### config.mk
export PLATFORM = sky130hd
export DESIGN_NAME = add_seq_ctrl
export DESIGN_NICKNAME = d
export VERILOG_FILES = /design/src/rtl/add_seq_ctrl.sv
export SDC_FILE = /design/constraint.sdc
export NUM_CORES = 1
export LEC_CHECK = 0
export ABC_AREA = 1
export CAP_MARGIN = 20
export CORE_AREA = 2 2 221 169
export CTS_CLUSTER_DIAMETER = 200
export DETAILED_ROUTE_END_ITERATION = 8
export DIE_AREA = 0 0 223 171
export PLACE_DENSITY = 0.8
export SETUP_SLACK_MARGIN = 0.4
export SYNTH_ARGS = -nofsm -noshare
export SYNTH_HDL_FRONTEND = slang
export SYNTH_SLANG_ARGS = --single-unit
### constraint.sdc
create_clock -name clk -period 2.8 [get_ports clk]
set_input_delay 0.56 -clock clk [delete_from_list [all_inputs] [get_ports clk]]
set_output_delay 0.56 -clock clk [all_outputs]
set_load 0.02 [all_outputs]
### src/rtl/add_seq_ctrl.sv
// add_seq_ctrl: multi-precision add sequencer.
// Drives one shared W-bit ripple adder (outside this block) one slice per
// cycle, LSB slice first, chaining the carry through carry_reg, and
// assembles the N*W-bit result in a registered sum with a start/busy/done
// handshake.
module add_seq_ctrl #(
    parameter int W = 32,
    parameter int N = 4
) (
    input  logic             clk,
    input  logic             rst,
    input  logic             start,
    input  logic [N*W-1:0]   a,
    input  logic [N*W-1:0]   b,
    input  logic             c_in,
    output logic             busy,
    output logic             done,
    output logic [N*W-1:0]   sum,
    output logic             c_out,
    output logic [W-1:0]     add_a,
    output logic [W-1:0]     add_b,
    output logic             add_cin,
    input  logic [W-1:0]     add_sum,
    input  logic             add_cout
);

    // idx needs at least one bit even when there is a single slice
    localparam int IW = (N > 1) ? $clog2(N) : 1;
    localparam logic [IW-1:0] LAST_IDX = IW'(N - 1);

    typedef enum logic [1:0] {
        IDLE = 2'd0,
        RUN  = 2'd1,
        DONE = 2'd2
    } state_t;

    state_t          state;
    logic [IW-1:0]   idx;
    logic            carry_reg;
    logic [N*W-1:0]  a_reg;
    logic [N*W-1:0]  b_reg;

    // Sequencer FSM: latches operands, steps slices, registers the result and handshake flags
    always_ff @(posedge clk) begin
        if (rst) begin
            state     <= IDLE;
            idx       <= '0;
            carry_reg <= 1'b0;
            a_reg     <= '0;
            b_reg     <= '0;
            sum       <= '0;
            c_out     <= 1'b0;
            busy      <= 1'b0;
            done      <= 1'b0;
        end else begin
            case (state)
                IDLE: begin
                    if (start) begin
                        a_reg     <= a;
                        b_reg     <= b;
                        carry_reg <= c_in;
                        sum       <= '0;
                        idx       <= '0;
                        busy      <= 1'b1;
                        state     <= RUN;
                    end
                end
                RUN: begin
                    // The adder is fed from registers, so its result for slice idx is ready this cycle
                    sum[idx*W +: W] <= add_sum;
                    carry_reg       <= add_cout;
                    if (idx == LAST_IDX) begin
                        c_out <= add_cout;
                        busy  <= 1'b0;
                        done  <= 1'b1;
                        state <= DONE;
                    end else begin
                        idx <= idx + 1'b1;
                    end
                end
                DONE: begin
                    // Single-cycle pulse; start is deliberately not looked at here
                    done  <= 1'b0;
                    idx   <= '0;
                    state <= IDLE;
                end
                default: begin
                    busy  <= 1'b0;
                    done  <= 1'b0;
                    idx   <= '0;
                    state <= IDLE;
                end
            endcase
        end
    end

    // Adder operand decode: current slice while running, quiet zeros otherwise
    always_comb begin
        add_a   = '0;
        add_b   = '0;
        add_cin = 1'b0;
        if (state == RUN) begin
            add_a   = a_reg[idx*W +: W];
            add_b   = b_reg[idx*W +: W];
            add_cin = carry_reg;
        end
    end

endmodule

==> metrics.md, run 1 <==
| Metric | Value |
|---|---|
| Area of the core | `36300 um^2` |
| WS Path Type | `flip-flop to output port` |
| Area grow syn2layout | `47.7%` |
| Chip width | `223 um` |
| Initial antenna violation count | `15` |
| Area contributors post-synth | `dfxtp_1 46%, nor2_1 17%, o21ai_0 9.4%` |
| Crit Path Max Fanout | `6` |
| I/O pin cnt | `489` |
| Synth Register Bits | `392` |
| Bufs and invs on worst path | `5` |
| Number of vias per cell | `5.51` |
| Final HPWL DP | `41600 um` |
| CP arrival | `1990 ps` |
| First-pass GRT wire length | `98800 um` |
| Post-route ant nets | `0` |
| Count of different cell masters after synthesis | `18` |
| Setup Viol. Count Final | `0` |
| CTS sink cnt | `392` |
| Final period utilization | `91.1%` |
| Power per cell area | `595 nW/um^2` |
| Endpoints failing hold | `0` |
| Placer Congestion | `0.920` |
| Register area share after synthesis | `46.1%` |
| Final slew viol count | `0` |
| Root Buffer | `clkbuf_16` |
| Most common cell after layout, fill and taps aside | `nor2_1` |
| Fin util | `69.3%` |
| Largest area contributor in the netlist | `dfxtp_1` |
| Syn Std Cell Area | `17000 um^2` |
| Worst Hold Depth | `2` |
| Slew margin rel. | `30.1%` |
| Hold slack | `453 ps` |
| Vias in the first global route | `17800` |
| Detailed-route wire length per cell | `19.4 um` |
| Setup TNS | `0 ps` |
| Period minus WS final | `2550 ps` |
| RSZ-0062 raised after global routing | `yes` |
| Clock-pin slew on the worst setup and hold paths | `60 ps` |
| Clock tree buffer depth | `3` |
| Rows | `61` |
| Crit path launch type | `flip-flop` |
| Average instance area after synthesis | `6.76 um^2` |
| Die height | `171 um` |
| First-pass DRT Iterations | `6` |
| DR iter-0 viols | `1846` |
| Syn_nets | `2817` |
| Total CTS buffers | `40` |
| Layout cells sized above 1 | `12.6%` |
| Fin nets | `3250` |
| Final WL | `67200 um` |
| Max Clk Rate | `392 MHz` |
| HP Class | `flip-flop to flip-flop` |
| Grt ovf | `0` |
| Status | `finished, final reports clean` |
| CP Data Required Time | `2240 ps` |
| Maximum Capacitance Violations | `0` |
| Critical-path cell list | `buf_12 -> buf_8 -> buf_12 -> buf_16 -> nor2_1 -> nor2_1 -> nand2_1 -> a21oi_2 -> buf_6` |
| Max incr delay on CP | `360 ps` |
| Slew at the pin closest to its max-slew limit | `1050 ps` |
| Worst Reg-to-Reg Cells | `11` |
| CTS tree | `built` |
| Top cell type's share of synthesized area | `46.1%` |
| Most frequent cells in the layout | `718 x nor2_1, 422 x clkdlybuf4s50_1, 389 x dfxtp_1` |
| Total power | `15000 uW` |
| Final Skew | `22.8 ps` |
| DRC viols | `0` |
| Syn. warnings | `0` |
| Top delay family on crit path | `buffers and inverters` |
| VDD IR max | `352 uV` |
| Initial Util | `46.9%` |
| Skew-Pair Late Insertion Delay | `550 ps` |
| Leakage power | `0.00997 uW` |
| Largest net degree at the start of global routing | `101` |
| Die Footprint | `38100 um^2` |
| Critical path depth | `9` |
| Vias | `19100` |
| GRT Util Overall | `32.9%` |
| H-tree depth | `2` |
| Crit end category | `output port` |
| Post-Syn Instances | `2519` |
| Cell with the largest stage delay on the worst path | `dfxtp_4` |
| I/O Buffers | `488` |
synth_stat cells:
library cell and instances:
nand2_4 1, nor2_1 778, nand3b_1 30, clkbuf_1 90
nor2_2 1, nor2_4 1, buf_4 23, o21ai_0 321
buf_1 9, dfxtp_1 392, a21oi_1 228, nand2_1 336
inv_1 109, buf_2 65, clkbuf_2 14, nand3_1 111
inv_2 5, ha_1 5
tightest hold or removal path: cells and delay by family, from the launching register on:
kind                   cells  cell delay (ps)
buffers and inverters      1               60
AOI/OAI and AO/OA          1               60
DFF                        1              300
power by group:
group | leakage [uW] | total [uW] | switching (uW) | internal, uW
clock network | 0.000645 | 5470 | 2260 | 3210
logic | 0.00610 | 3310 | 1840 | 1470
registers | 0.00323 | 6170 | 213 | 5950
layer usage:
layer,part of all wire (%),global-route usage [%],vias to the layer above
met5,0.12,0,-
met4,4.7,16.0,12
met3,10,7.85,236
met2,45,52.1,1046
met1,40,42.5,8856
li1,-,-,8900
repair_timing:
action,CTS,global route
gates resized for setup,444,179
hold buffers,0,0
cloned,19,6
setup endpoints to repair,124,151
pin swaps,43,83
buffers inserted,17,11
cell type report:
class                   instances  area (um^2)
fillers                      2894        11100
multi-input cells            1812         8350
flip-flops and latches        392         7860
repair buffers                592         6560
clock buffers                  58         1190
well taps                     472          591
inverters                     114          453
clock inverters                 7          118
diodes                          9         22.5
cell families after synthesis:
| kind of cell | synth area share (%) |
|---|---|
| AOI/OAI and AO/OA | 16.1 |
| adders and majority gates | 0.368 |
| buffers and inverters | 8.04 |
| DFF | 46.1 |
| and+or+nand+nor | 29.3 |
path summary, 6_finish.rpt:
kind             start         to  slack, ps
max             idx[0]  add_a[13]        250
min          b_reg[51]  b_reg[51]        450
max reg2reg     idx[0]   sum[122]        440
min reg2reg  b_reg[51]  b_reg[51]        450
stage by stage:
step,instance area (um^2),setup slack [ps],std cells
final,25100,249,3456
after global routing,25100,142,3454
after CTS,24300,246,3430
after detailed placement,22200,282,3329
after global placement,22200,287,3329
after floorplan,17000,714,2519
No activity file was read; power rests on OpenSTA's default activity.
==> inputs of run 2 (changes only) <==
Settings changed: CORE_AREA 2 2 221 169 to 2 2 233 178, DIE_AREA 0 0 223 171 to 0 0 235 180, PLACE_DENSITY 0.8 to 0.76.
Clock period 2.8 ns to 2.3 ns, I/O delays scaled along.
==> metrics.md, run 2 (synthesis results as in run 1) <==
| Metric | Value |
|---|---|
| Setup Viol. Count Final | `176` |
| I/O Buffers | `488` |
| Crit path launch type | `flip-flop` |
| Final WL | `78300 um` |
| Grt ovf | `0` |
| Layout cells sized above 1 | `23.8%` |
| Root Buffer | `clkbuf_16` |
| DRC viols | `0` |
| Post-Layout Inst Area | `28000 um^2` |
| Worst Hold Depth | `4` |
| Skew-Pair Late Insertion Delay | `550 ps` |
| Initial antenna violation count | `13` |
| Max incr delay on CP | `450 ps` |
| Crit Path Max Fanout | `7` |
| Setup TNS | `-12200 ps` |
| Pre-CTS setup slack | `-76.1 ps` |
| Most common cell after layout, fill and taps aside | `nor2_1` |
| Maximum Capacitance Violations | `0` |
| H-tree depth | `2` |
| First-pass GRT wire length | `109000 um` |
| HP Class | `input port to flip-flop` |
| FILL cells | `2911` |
| GRT Util Overall | `32.6%` |
| Slew at the pin closest to its max-slew limit | `753 ps` |
| Post-route ant nets | `0` |
| Number of vias per cell | `5.63` |
| RSZ-0062 raised after global routing | `yes` |
| Endpoints failing hold | `0` |
| Worst reg2reg startpoint | `idx[0]` |
| Slew margin rel. | `49.8%` |
| Area grow syn2layout | `64.3%` |
| Final Skew | `22.4 ps` |
| Fin nets | `3307` |
| Final slew viol count | `0` |
| Crit end category | `flip-flop` |
| CP Data Required Time | `2740 ps` |
| CTS sink cnt | `392` |
| Final period utilization | `114%` |
| Total power | `18800 uW` |
| CTS tree | `built` |
| Max Clk Rate | `380 MHz` |
| Reg-to-Reg End | `sum[50]` |
| I/O pin cnt | `489` |
| Die height | `180 um` |
| Vias in the first global route | `18900` |
| Vias | `20100` |
| Status | `complete, but fails checks` |
| Area of the multi-input gates | `10000 um^2` |
| Largest net degree at the start of global routing | `101` |
| Worst setup path start | `idx[0]` |
| DR iter-0 viols | `2193` |
| Worst Reg-to-Reg Cells | `15` |
| Initial Util | `42.4%` |
| Cell with the largest stage delay on the worst path | `dfxtp_4` |
| Final worst slack | `-328 ps` |
| FF+latch area | `7860 um^2` |
| Clock-pin slew on the worst setup and hold paths | `70 ps` |
| Total CTS buffers | `40` |
| Critical-path cell list | `buf_12 -> clkinv_16 -> buf_12 -> buf_16 -> buf_12 -> ha_4 -> buf_12 -> nand3_4 -> buf_6 -> nor2_4 -> buf_12 -> buf_6 -> buf_16 -> nand2_4 -> a21oi_2` |
| Fin util | `69.7%` |
| Placed instance area | `22600 um^2` |
| Chip width | `235 um` |
| Leakage power | `0.0127 uW` |
| Most frequent cells in the layout | `674 x nor2_1, 388 x dfxtp_1, 336 x clkdlybuf4s50_1` |
| Detailed-route wire length per cell | `21.9 um` |
| Hold EP | `sum[12]` |
| Area of the core | `40100 um^2` |
| HP Start | `rst` |
| Reg2Reg Setup Slack | `-330 ps` |
| Die Footprint | `42300 um^2` |
| First-pass DRT Iterations | `5` |
| Crit path top cell by count | `buf_12` |
| WS Path Type | `flip-flop to flip-flop` |
| VDD IR max | `429 uV` |
| Clock tree buffer depth | `3` |
| Period minus WS final | `2630 ps` |
| CP arrival | `3070 ps` |
| Placer Congestion | `0.908` |
| Failing checks | `negative setup slack` |
| Final HPWL DP | `42700 um` |
| Power per cell area | `673 nW/um^2` |
| Rows | `64` |
[run 2: cell types whose count changed in the layout (fill, tap and decap cells not counted), sizes merged, moves of 3 or more]
cell,previous run,this run
bufbuf,0,3
dlygate4sd2,0,24
clkdlybuf4s50,422,336
dlymetal6s2s,0,62
clkbuf,65,62
clkinv,3,9
buf,163,221
[run 2: how the worst max path moves through the flow]
| stage | to | slack [ps] | cells past startpoint |
|---|---|---|---|
| after floorplan | sum[73] | 410 | 11 |
| after global placement | add_a[13] | -50 | 7 |
| after detailed placement | add_a[4] | -80 | 7 |
| after CTS | add_b[25] | -120 | 7 |
| after global routing | sum[50] | -390 | 15 |
| final | sum[50] | -330 | 15 |
[run 2: timing repair]
item / in CTS / in global routing
setup endpoints to repair: 325 / 309
hold buffers: 0 / 0
pin swaps: 139 / 181
buffers inserted: 44 / 14
gates cloned: 30 / 3
hold endpoints to repair: 0 / 0
resized for setup: 776 / 405
[run 2: final cells by class]
type	count	area share [%]
Timing Repair Buffer	649	27.4
Clock inverter	9	0.264
Tap cell	528	2.36
Clock buffer	59	4.13
Sequential cell	392	28.1
Multi-Input combinational cell	1812	35.9
Inverter	114	1.72
Antenna cell	10	0.0895
[run 2: metrics by stage]
step	hold slack, ps	std cells
floorplan	429	2519
global placement	437	3403
detailed placement	445	3403
CTS	335	3545
global route	377	3571
finish	343	3573
[run 2: where the power goes]
part	internal (uW)	switching, uW
Combinational	2150	2760
Sequential	7250	252
Clock	3580	2820
Total	13000	5840
[run 2: layer usage]
layer  vias up  track usage (%)  share of wire (%)  wire length, um
li1       9050                -                  -                -
met1      9383             43.4                 39            30600
met2      1312             49.2                 44            34100
met3       352             8.63                 12             9120
met4         6             15.4                5.7             4450
met5         -                0              0.049               38
[run 2: worst max-delay path, delay by kind of cell (launching register included)]
kind	cells	cell delay [ps]
compound gates	1	290
fa+ha+maj	1	280
buf+inv	10	1270
flops	1	450
simple gates	3	210
